[config.mk]
export PLATFORM = sky130hd
export DESIGN_NAME = filter3x3_seq
export DESIGN_NICKNAME = d
export VERILOG_FILES = /design/src/rtl/filter3x3_seq.sv
export SDC_FILE = /design/constraint.sdc
export NUM_CORES = 1
export LEC_CHECK = 0
export BUFFER_PORTS_ARGS = -buffer_cell sky130_fd_sc_hd__clkbuf_2
export CORE_MARGIN = 5
export CORE_UTILIZATION = 40
export CTS_CLUSTER_SIZE = 30
export DETAILED_ROUTE_END_ITERATION = 10
export PLACE_DENSITY_LB_ADDON = 0.12
export SLEW_MARGIN = 20
export SYNTH_ARGS = -nofsm -noshare
export SYNTH_HDL_FRONTEND = slang
export SYNTH_SLANG_ARGS = --single-unit
[constraint.sdc]
create_clock -name clk -period 1.9 [get_ports clk]
set_input_delay 0.19 -clock clk [delete_from_list [all_inputs] [get_ports clk]]
set_output_delay 0.19 -clock clk [all_outputs]
set_load 0.02 [all_outputs]
[src/rtl/filter3x3_seq.sv]
// Frame sequencer for the 3x3 convolution datapath: tracks raster position, drives
// line-buffer/window strobes, injects right/bottom padding and tags emitted centre pixels.
module filter3x3_seq #(
   parameter int unsigned FRAME_H  = 1080,
   parameter int unsigned FRAME_W  = 1920,
   parameter int unsigned WIN_SIZE = 3,
   parameter int unsigned CW       = $clog2(FRAME_W + 1),
   parameter int unsigned RW       = $clog2(FRAME_H + 1)
) (
   input  logic          clk,
   input  logic          rst,
   input  logic          s_valid,
   input  logic          s_sof,
   output logic          s_ready,
   input  logic          dp_stall,
   output logic          step,
   output logic          pad,
   output logic          lb_we,
   output logic [CW-1:0] lb_addr,
   output logic          lb_rot,
   output logic          o_valid,
   output logic          o_sof,
   output logic          o_eol,
   output logic          o_eof,
   output logic [3:0]    brd,
   output logic          busy,
   output logic          err_sof
);

   if (WIN_SIZE != 3) begin : g_win_chk
      $error("filter3x3_seq: only WIN_SIZE=3 is supported");
   end
   if (FRAME_H < 2 || FRAME_W < 2) begin : g_dim_chk
      $error("filter3x3_seq: FRAME_H and FRAME_W must be >= 2");
   end

   localparam logic [1:0] S_IDLE  = 2'd0;
   localparam logic [1:0] S_RUN   = 2'd1;
   localparam logic [1:0] S_PAD   = 2'd2;
   localparam logic [1:0] S_FLUSH = 2'd3;

   localparam logic [CW-1:0] COL_ONE  = CW'(1);
   localparam logic [CW-1:0] COL_LAST = CW'(FRAME_W - 1);
   localparam logic [CW-1:0] COL_PAD  = CW'(FRAME_W);
   localparam logic [RW-1:0] ROW_ONE  = RW'(1);
   localparam logic [RW-1:0] ROW_LAST = RW'(FRAME_H - 1);
   localparam logic [RW-1:0] ROW_FLSH = RW'(FRAME_H);

   logic [1:0]    state_q, state_d;
   logic [CW-1:0] col_q, col_d;
   logic [RW-1:0] row_q, row_d;
   logic          step_q, step_d;
   logic          pad_q, pad_d;
   logic          lb_we_q, lb_we_d;
   logic [CW-1:0] lb_addr_q, lb_addr_d;
   logic          lb_rot_q, lb_rot_d;
   logic          o_valid_q, o_valid_d;
   logic          o_sof_q, o_sof_d;
   logic          o_eol_q, o_eol_d;
   logic          o_eof_q, o_eof_d;
   logic [3:0]    brd_q, brd_d;
   logic          busy_q, busy_d;
   logic          err_sof_q, err_sof_d;

   logic          acc;
   logic          start;
   logic [RW-1:0] pos_r;
   logic [CW-1:0] pos_c;
   logic          top, bottom, left, right;

   // Next-state, counters and registered strobe computation
   always_comb begin
      state_d   = state_q;
      col_d     = col_q;
      row_d     = row_q;
      step_d    = 1'b0;
      pad_d     = 1'b0;
      lb_we_d   = 1'b0;
      lb_addr_d = '0;
      lb_rot_d  = 1'b0;
      err_sof_d = 1'b0;
      start     = 1'b0;
      pos_r     = row_q;
      pos_c     = col_q;

      s_ready = !dp_stall && (state_q == S_IDLE || state_q == S_RUN);
      acc     = s_valid && s_ready;

      case (state_q)
         S_IDLE: begin
            if (acc && s_sof) start = 1'b1;
         end
         S_RUN: begin
            if (acc && s_sof) begin
               start     = 1'b1;
               err_sof_d = 1'b1;
            end else if (acc) begin
               step_d    = 1'b1;
               lb_we_d   = 1'b1;
               lb_addr_d = col_q;
               col_d     = col_q + COL_ONE;
               if (col_q == COL_LAST) state_d = S_PAD;
            end
         end
         S_PAD: begin
            if (!dp_stall) begin
               step_d    = 1'b1;
               pad_d     = 1'b1;
               lb_rot_d  = 1'b1;
               lb_addr_d = col_q;
               col_d     = '0;
               row_d     = row_q + ROW_ONE;
               state_d   = (row_q == ROW_LAST) ? S_FLUSH : S_RUN;
            end
         end
         S_FLUSH: begin
            if (!dp_stall) begin
               step_d    = 1'b1;
               pad_d     = 1'b1;
               lb_addr_d = col_q;
               col_d     = col_q + COL_ONE;
               if (col_q == COL_PAD) begin
                  lb_rot_d = 1'b1;
                  col_d    = '0;
                  row_d    = '0;
                  state_d  = S_IDLE;
               end
            end
         end
         default: state_d = S_IDLE;
      endcase

      // A frame start (also a resync from RUN) is the step for input (0,0)
      if (start) begin
         step_d    = 1'b1;
         lb_we_d   = 1'b1;
         lb_addr_d = '0;
         pos_r     = '0;
         pos_c     = '0;
         col_d     = COL_ONE;
         row_d     = '0;
         state_d   = S_RUN;
      end

      // Input (r,c) emits centre (r-1,c-1); flags are evaluated in input coordinates
      o_valid_d = step_d && (pos_r != '0) && (pos_c != '0);
      top       = (pos_r == ROW_ONE);
      bottom    = (pos_r == ROW_FLSH);
      left      = (pos_c == COL_ONE);
      right     = (pos_c == COL_PAD);
      brd_d     = o_valid_d ? {top, bottom, left, right} : 4'b0000;
      o_sof_d   = o_valid_d && top && left;
      o_eol_d   = o_valid_d && right;
      o_eof_d   = o_valid_d && bottom && right;
      busy_d    = (state_d != S_IDLE);
   end

   always_ff @(posedge clk) begin
      if (rst) begin
         state_q   <= S_IDLE;
         col_q     <= '0;
         row_q     <= '0;
         step_q    <= 1'b0;
         pad_q     <= 1'b0;
         lb_we_q   <= 1'b0;
         lb_addr_q <= '0;
         lb_rot_q  <= 1'b0;
         o_valid_q <= 1'b0;
         o_sof_q   <= 1'b0;
         o_eol_q   <= 1'b0;
         o_eof_q   <= 1'b0;
         brd_q     <= 4'b0000;
         busy_q    <= 1'b0;
         err_sof_q <= 1'b0;
      end else begin
         state_q   <= state_d;
         col_q     <= col_d;
         row_q     <= row_d;
         step_q    <= step_d;
         pad_q     <= pad_d;
         lb_we_q   <= lb_we_d;
         lb_addr_q <= lb_addr_d;
         lb_rot_q  <= lb_rot_d;
         o_valid_q <= o_valid_d;
         o_sof_q   <= o_sof_d;
         o_eol_q   <= o_eol_d;
         o_eof_q   <= o_eof_d;
         brd_q     <= brd_d;
         busy_q    <= busy_d;
         err_sof_q <= err_sof_d;
      end
   end

   assign step    = step_q;
   assign pad     = pad_q;
   assign lb_we   = lb_we_q;
   assign lb_addr = lb_addr_q;
   assign lb_rot  = lb_rot_q;
   assign o_valid = o_valid_q;
   assign o_sof   = o_sof_q;
   assign o_eol   = o_eol_q;
   assign o_eof   = o_eof_q;
   assign brd     = brd_q;
   assign busy    = busy_q;
   assign err_sof = err_sof_q;

endmodule

==> impl_metrics.yaml, run 1 <==
final_layout:
  fin_nets: 297
  nFillCells: 505
  drive_gt1_share_pct: 27.6
  syn2layout_area_growth_pct: 29.4
  fin_area_um2: 2670
  antenna_cells: 0
synthesis:
  syn-num-nets: 238
  synth_top_area_cell: "dfxtp_1"
  synthSimpleGateAreaFrac_pct: 28.8
  synth_seq_cells: 49
  ys_seq_area_share_pct: 47.5
  synth_commonest_cells: "dfxtp_1, a21oi_1, o21ai_0"
  synthAdderAreaFrac_pct: 1.82
  syn_area_um2: 2060
  synth_mux_area_share_pct: 0
  avgSynthCellArea_um2: 8.98
  synth_compound_area_share_pct: 16.8
  synthArstFlopShare_pct: 0
  synthDistinctLibCells: 43
  ys.flop_type: "dfxtp_1"
  syn_inst: 230
  yosysWarnings: 0
  synthTopCellsByArea: "dfxtp_1, a21oi_1, o21ai_0"
  synth_top_area_share_pct: 47.5
  yosysMostFrequentCell: "dfxtp_1"
  synth_top_family_by_area: "simple AND/OR/NAND/NOR gates"
  synth_xor_area_share_pct: 2.12
  synth_edf_count: 0
timing:
  fmax_mhz: 491
  finalSetupViolCount: 21
  finalCritPeriodShare_pct: 107
  rsz0062_at_grt: "yes"
  tightest_slew_ns: 0.624
  final_max_slew_viol_count: 0
  fin_skew_ns: 0.00853
  relSlewSlack_pct: 58.2
  final-hold-violation-count: 0
  fin_crit_ns: 2.04
  setup_slack_ns: -0.135
  hold-worst-slack_ns: 0.257
setup_path:
  r2r-start: "col_q[5]"
  r2r_cells: 5
  r2r-end: "row_q[5]"
  cp_slowest_cell: "or4_4"
  cp.arrival_ns: 2.27
  worstPathRequired_ns: 2.13
  critical_path_class: "reg -> reg"
  slowest_delay_ns: 0.55
  worstPathCellList: "or4_4 > o41a_1 > buf_4 > or3_1 > a21oi_1"
  end_kind: "flip-flop"
  start_kind: "flip-flop"
  critPathMaxFanout: 8
  reg2reg_slack_ns: -0.14
floorplan:
  ios: 31
  std_cell_rows: 26
  die_area_um2: 6700
  dieHeight_um: 81.8
  start_util_pct: 40.7
  placeableCoreArea_um2: 5070
  die_w_um: 81.8
grt:
  grt_max_degree: 17
  antenna_found_initial: 0
  overflow: 0
  grt_pass1_vias: 1707
  grt_pass1_wl_um: 8340
  grt.total_usage_pct: 16.1
routing:
  avgViaCountPerCell: 5.36
  drtIter0Drc: 185
  drtPass1Iterations: 4
  drc: 0
  routedWlPerCell_um: 13.9
  ant_nets: 0
  drt_wl_total_um: 5000
  via_count: 1929
hold_path:
  holdPathEnd: "step"
  whs_path_depth: 3
  hp-start: "s_valid"
  worst_hold_path_type: "in -> reg"
placed_design:
  place_area_um2: 2540
  dp_hpwl_um: 3710
  io_buffers: 30
  gp_congestion: 0.808
clock_network:
  cts_buffers: 5
  htree_levels: 2
  cts_sinks: 49
  worstSkewPairLatency_ns: 0.30
  cts_root_buffer: "clkbuf_8"
  clk_pin_slew_ns: 0.09
  clk_path_buf_depth: 2
  ctsHoldBuffers: 0
  cts_tree: "built"
power:
  leakage_nw: 1.05
  finalPower_mw: 1.88
  pwr_density_cell_nw_per_um2: 705
  ir_drop_mv: 0.307
flow_run:
  cap_violations: 0
outcome:
  outcome: "finished with violations"
  violations: "negative setup slack"
==> power by group <==
part / switching, mW / internal, mW
registers: 0.00223 / 1.03
clock network: 0.350 / 0.394
logic: 0.0602 / 0.0455
==> what timing repair did <==
action,in CTS,in global routing
endpoints found under the setup margin,22,27
endpoints found under the hold margin,0,0
pin swaps,1,0
buffers inserted,0,0
gates resized for setup,0,5
==> how the worst max path moves through the flow <==
stage               startpoint        to  slack, ns  depth (start not counted)
finish                col_q[5]  row_q[5]      -0.14                          5
global route          col_q[5]  row_q[7]      -0.19                          5
floorplan             col_q[5]  row_q[7]      -0.02                          5
detailed placement    col_q[5]  row_q[5]      -0.13                          5
global placement      col_q[5]  row_q[6]      -0.10                          5
CTS                   col_q[5]  row_q[5]      -0.12                          5
==> state kept, by name (all words and copies together), names as in the netlist <==
| register | flops |
|---|---|
| brd | 4 |
| busy | 1 |
| col_q | 11 |
| err_sof | 1 |
| lb_addr | 11 |
| lb_rot | 1 |
| lb_we | 1 |
| o_eof | 1 |
| o_eol | 1 |
| o_sof | 1 |
| o_valid | 1 |
| pad | 1 |
| row_q | 11 |
| state_q | 2 |
| step | 1 |
==> worst max-delay path, delay by kind of cell, from the launching register on <==
family	cells	cell delay, ns
AOI/OAI and AO/OA	2	0.60
buffers and inverters	1	0.20
DFF	1	0.32
and+or+nand+nor	2	0.85
==> layout make-up <==
class                      instances  area (um2)  area share, %
timing repair buffer              62         419           15.7
tap                               70        87.6           3.28
sequential                        49         985           36.9
multi-input combinational        165        1040           39.0
clock inverter                     3        46.3           1.73
clock buffer                       5        68.8           2.58
inverter                           6        22.5          0.843
==> per-stage QoR <==
| step | setup WS (ns) | instances | TNS (ns) | util (%) |
|---|---|---|---|---|
| after CTS | -0.115 | 360 | -1.63 | 52.3 |
| after floorplan | -0.0242 | 230 | -0.191 | - |
| after global routing | -0.193 | 360 | -3.19 | 52.6 |
| final | -0.135 | 360 | -1.70 | 52.6 |
| after detailed placement | -0.130 | 352 | -1.90 | 50.0 |
| after global placement | -0.103 | 352 | -1.60 | 50.0 |
==> cells by family (layout without fill, tap and decap cells) <==
logic type	count (synthesis)	after routing
AO/OA/AOI/OAI	56	56
XOR/XNOR	5	5
buffers and inverters	16	76
flip-flops	49	49
AND/OR/NAND/NOR	101	101
adder cells (fa/ha/maj)	3	3
==> layer usage <==
layer	vias to the layer above	track usage, %	part of all wire (%)
met4	0	4.65	0.58
met5	-	0	0
met1	883	23.2	49
li1	975	-	-
met2	67	23.7	44
met3	4	3.84	6.7
==> placed cells by master, fill, tap and decap left out, drive strengths merged, types with 4 or more instances in the layout <==
cell,count
dfxtp,49
o21ai,19
nor2,16
nand4,8
clkbuf,35
nor3,10
nor4,5
o31ai,4
a21oi,18
xor2,5
nand2,12
nand3,5
and2,9
inv,6
buf,32
or3,10
or4,8
Note: power is estimated with default switching activity, not from simulation.
==> run 2, diff against run 1 <==
clock period = 2.1 ns   (was 1.9 ns; I/O delays follow)
==> run 2 against run 1 <==
Net effect: the flow now finishes without violations; clock skew decreased by 0.0054 ns; combinational power shrank 20%; highest routed layer unchanged; setup slack improved by 0.14 ns.
==> impl_metrics.yaml, run 2 (same netlist as run 1, synthesis figures left out) <==
outcome:
  outcome: "finished, final reports clean"
floorplan:
  die_area_um2: 6700
  ios: 31
  dieHeight_um: 81.8
  start_util_pct: 40.7
  placeableCoreArea_um2: 5070
  std_cell_rows: 26
  die_w_um: 81.8
clock_network:
  cts_buffers: 5
  clk_pin_slew_ns: 0.08
  cts_root_buffer: "clkbuf_8"
  cts_tree: "built"
  worstSkewPairLatency_ns: 0.30
  cts_sinks: 49
  htree_levels: 2
  clk_path_buf_depth: 2
  ctsHoldBuffers: 0
routing:
  drc: 0
  drtIter0Drc: 143
  drtPass1Iterations: 4
  drt_wl_total_um: 4830
  via_count: 1879
  routedWlPerCell_um: 13.6
  ant_nets: 0
  avgViaCountPerCell: 5.29
flow_run:
  cap_violations: 0
grt:
  use_met2_pct: 23.3
  grt.total_usage_pct: 15.5
  grt_max_degree: 15
  grt_pass1_vias: 1638
  antenna_found_initial: 0
  top_usage_layer: "met2"
  use_met1_pct: 21.4
  met3_usage_pct: 4.28
  grt_pass1_wl_um: 7940
  overflow: 0
timing:
  relSlewSlack_pct: 60.8
  fin_skew_ns: 0.00314
  final_max_slew_viol_count: 0
  final-hold-violation-count: 0
  fmax_mhz: 478
  fin_tns_setup_ns: 0
  fin_crit_ns: 2.09
  finalSetupViolCount: 0
  tightest_slew_ns: 0.586
  hold-worst-slack_ns: 0.248
  setup_slack_ns: 0.00917
  rsz0062_at_grt: "yes"
  finalCritPeriodShare_pct: 99.6
setup_path:
  worstPathRequired_ns: 2.33
  cp-startpoint: "col_q[6]"
  start_kind: "flip-flop"
  r2r-start: "col_q[6]"
  cp.arrival_ns: 2.32
  critPathMaxFanout: 6
  end_kind: "flip-flop"
  critical_path_class: "reg -> reg"
final_layout:
  mostFrequentLayoutCells: "dfxtp_1, clkbuf_2, buf_4"
  fin_nets: 292
  final_cells: 355
  drive_gt1_share_pct: 26.7
  final_common_cell: "dfxtp_1"
  syn2layout_area_growth_pct: 26.1
  antenna_cells: 0
  fin_util_pct: 51.3
power:
  leakage_nw: 1.02
  pwr_density_cell_nw_per_um2: 621
  ir_drop_mv: 0.318
placed_design:
  dp_hpwl_um: 3590
  gp_congestion: 0.842
  io_buffers: 30
  placedCellCount: 345
  post-place-ws_ns: 0.0426
hold_path:
  hp-start: "s_valid"
  worst_hold_path_type: "in -> reg"
## run 2: changes by cell type in the layout (fill, tap and decap cells not counted), sizes merged
cell | before | now
bufinv | 1 | 0
buf | 32 | 27
clkbuf | 35 | 37
clkinvlp | 1 | 0
## run 2: area by class of cell
| class | instances | area, um2 |
|---|---|---|
| Tap cell | 70 | 87.6 |
| Fill cell | 477 | 2470 |
| Sequential cell | 49 | 982 |
| Inverter | 6 | 22.5 |
| Multi-Input combinational cell | 165 | 1050 |
| Clock inverter | 1 | 5.00 |
| Clock buffer | 7 | 96.3 |
| Timing Repair Buffer | 57 | 362 |
## run 2: timing repair
action | CTS | global route
setup buffers | 0 | 2
setup endpoints to repair | 0 | 9
gates resized for setup | 0 | 15
## run 2: power by group
group	leakage (nW)	switching (mW)	internal, mW	total (mW)
registers	0.396	0.00151	0.933	0.934
clock network	0.0542	0.301	0.298	0.599
logic	0.568	0.0538	0.0313	0.0851
## run 2: path summary, 6_finish.rpt
kind | to | slack (ns) | cells after the start
worst max-delay path | row_q[9] | 0.009 | 5
worst max register to register | row_q[9] | 0.009 | 5
worst min register to register | row_q[7] | 0.50 | 2
worst min-delay path | step | 0.25 | 3
## run 2: routing by layer
| layer | routed length, um | vias up |
|---|---|---|
| li1 | - | 961 |
| met1 | 2370 | 853 |
| met2 | 2070 | 58 |
| met3 | 322 | 7 |
| met4 | 68 | 0 |
| met5 | 0 | - |
## run 2: stage by stage
| stage | instance area (um2) | power [mW] |
|---|---|---|
| 2_1_floorplan | 2060 | 1.00 |
| 3_3_place_gp | 2450 | 1.04 |
| 3_5_place_dp | 2450 | 1.03 |
| 4_1_cts | 2550 | 1.64 |
| 5_1_grt | 2600 | 1.68 |
| 6_report | 2600 | 1.62 |
## run 2: critical path, cell delays in order, from the launching register on
cell and delay, ns:
dfxtp_2 0.33, or4_4 0.56, o41a_1 0.51, buf_6 0.17, or3_1 0.34, a21oi_1 0.13
==> run 3, diff against run 2 <==
PLACE_DENSITY_LB_ADDON = 0.3   (was 0.12)
clock period = 2.6 ns   (was 2.1 ns; I/O delays follow)
==> run 3 against run 2 <==
Net effect: wire length shrank 2.2%; worst hold slack improved by 0.055 ns; sequential power down 19%; critical path type unchanged.
==> impl_metrics.yaml, run 3 (same netlist as run 1, synthesis figures left out) <==
outcome:
  outcome: "finished, final reports clean"
power:
  finalPower_mw: 1.30
  p_int_mw: 1.01
  power_frac_seq_pct: 58.5
  ir_drop_mv: 0.200
  pwr_density_cell_nw_per_um2: 539
  p_sw_share_pct: 22.1
  combPwrFrac_pct: 4.0
  leakage_nw: 0.894
  p_sw_mw: 0.286
  clockPowerShare_pct: 37.5
placed_design:
  dp_hpwl_um: 3370
  post-place-ws_ns: 0.242
  placedCellCount: 325
  place_area_um2: 2300
  gp_congestion: 0.892
  io_buffers: 30
clock_network:
  clk_pin_slew_ns: 0.08
  htree_levels: 2
  post_cts_resized: 0
  clk_path_buf_depth: 2
  cts_buffers: 5
  cts_setup_buffers: 0
  worstSkewPairLatency_ns: 0.31
  cts_sinks: 49
  ctsHoldBuffers: 0
  cts_tree: "built"
  cts_root_buffer: "clkbuf_8"
final_layout:
  fin_util_pct: 47.3
  nFillCells: 510
  fin_nets: 270
  drive_gt1_share_pct: 17.9
  mostFrequentLayoutCells: "dfxtp_1, clkbuf_2, a21oi_1"
  final_common_cell: "dfxtp_1"
  final_cells: 333
  syn2layout_area_growth_pct: 16.4
  multi_input_area_um2: 1020
  register_area_um2: 981
  fin_area_um2: 2400
  antenna_cells: 0
floorplan:
  ios: 31
  placeableCoreArea_um2: 5070
  dieHeight_um: 81.8
  std_cell_rows: 26
  die_area_um2: 6700
  die_w_um: 81.8
  start_util_pct: 40.7
setup_path:
  cp.depth: 5
  r2r_cells: 5
  start_kind: "flip-flop"
  reg2reg_slack_ns: 0.24
  endpoint: "col_q[6]"
  r2r-start: "col_q[3]"
  worstPathCellList: "or4_4 > o41a_1 > buf_4 > o21ai_2 > nor2_1"
  cp_slowest_cell: "or4_4"
  worstPathRequired_ns: 2.78
  end_kind: "flip-flop"
  critPathMaxFanout: 14
  cp_num_buf_inv: 1
  critical_path_class: "reg -> reg"
  cp_top_family: "compound AO/OA/AOI/OAI gates"
  r2r-end: "col_q[6]"
  cp-startpoint: "col_q[3]"
  cp.arrival_ns: 2.53
  slowest_delay_ns: 0.59
routing:
  ant_nets: 0
  drc: 0
  via_count: 1814
  drtIter0Drc: 139
  drtPass1Iterations: 4
  avgViaCountPerCell: 5.45
  routedWlPerCell_um: 14.2
  drt_wl_total_um: 4730
timing:
  setup_slack_ns: 0.245
  tightest_slew_ns: 0.692
  final-hold-violation-count: 0
  fin_tns_setup_ns: 0
  relSlewSlack_pct: 53.5
  fmax_mhz: 425
  fin_crit_ns: 2.36
  finalSetupViolCount: 0
  rsz0062_at_grt: "no"
  finalCritPeriodShare_pct: 90.6
  fin_skew_ns: 0.00595
  final_max_slew_viol_count: 0
  hold-worst-slack_ns: 0.303
grt:
  grt_pass1_vias: 1595
  overflow: 0
  grt.total_usage_pct: 15.1
  antenna_found_initial: 0
  grt_pass1_wl_um: 7750
  grt_max_degree: 15
flow_run:
  cap_violations: 0
hold_path:
  worst_hold_path_type: "in -> reg"
  hp-start: "s_sof"
[run 3: changes by cell type in the layout (fill, tap and decap cells not counted), sizes merged]
cell / change
buf: -22
[run 3: per-layer routing]
metal  vias up  global-route usage [%]  wire, um
li1        926                       -         -
met1       835                    20.7      2280
met2        46                    22.0      2120
met3         7                    2.96       238
met4         0                    8.31        87
met5         -                       0         0
[run 3: worst min-delay path, cell delays in order]
cell and delay (ns):
clkbuf_2 0.15, nor2_1 0.11, nor3b_1 0.05
[run 3: power groups by stage]
stage | Combinational, mW | Clock (mW) | Sequential (mW)
after detailed placement | 0.0519 | 0 | 0.776
final | 0.0520 | 0.485 | 0.758
after CTS | 0.0519 | 0.496 | 0.758
after global routing | 0.0582 | 0.532 | 0.759
after global placement | 0.0514 | 0 | 0.776
after floorplan | 0.0331 | 0 | 0.776
[run 3: layout make-up]
cell class                 instances  area share (%)
multi-input combinational        165            42.6
sequential                        49            40.8
timing repair buffer              35            7.81
clock buffer                       7            4.01
tap                               70            3.65
inverter                           6           0.938
clock inverter                     1           0.208
[run 3: worst min-delay path by stage]
stage,endpoint,depth (start not counted)
after floorplan,step,1
after detailed placement,row_q[7],2
after CTS,lb_we,3
after global routing,lb_we,3
final,lb_we,3
after global placement,row_q[8],2
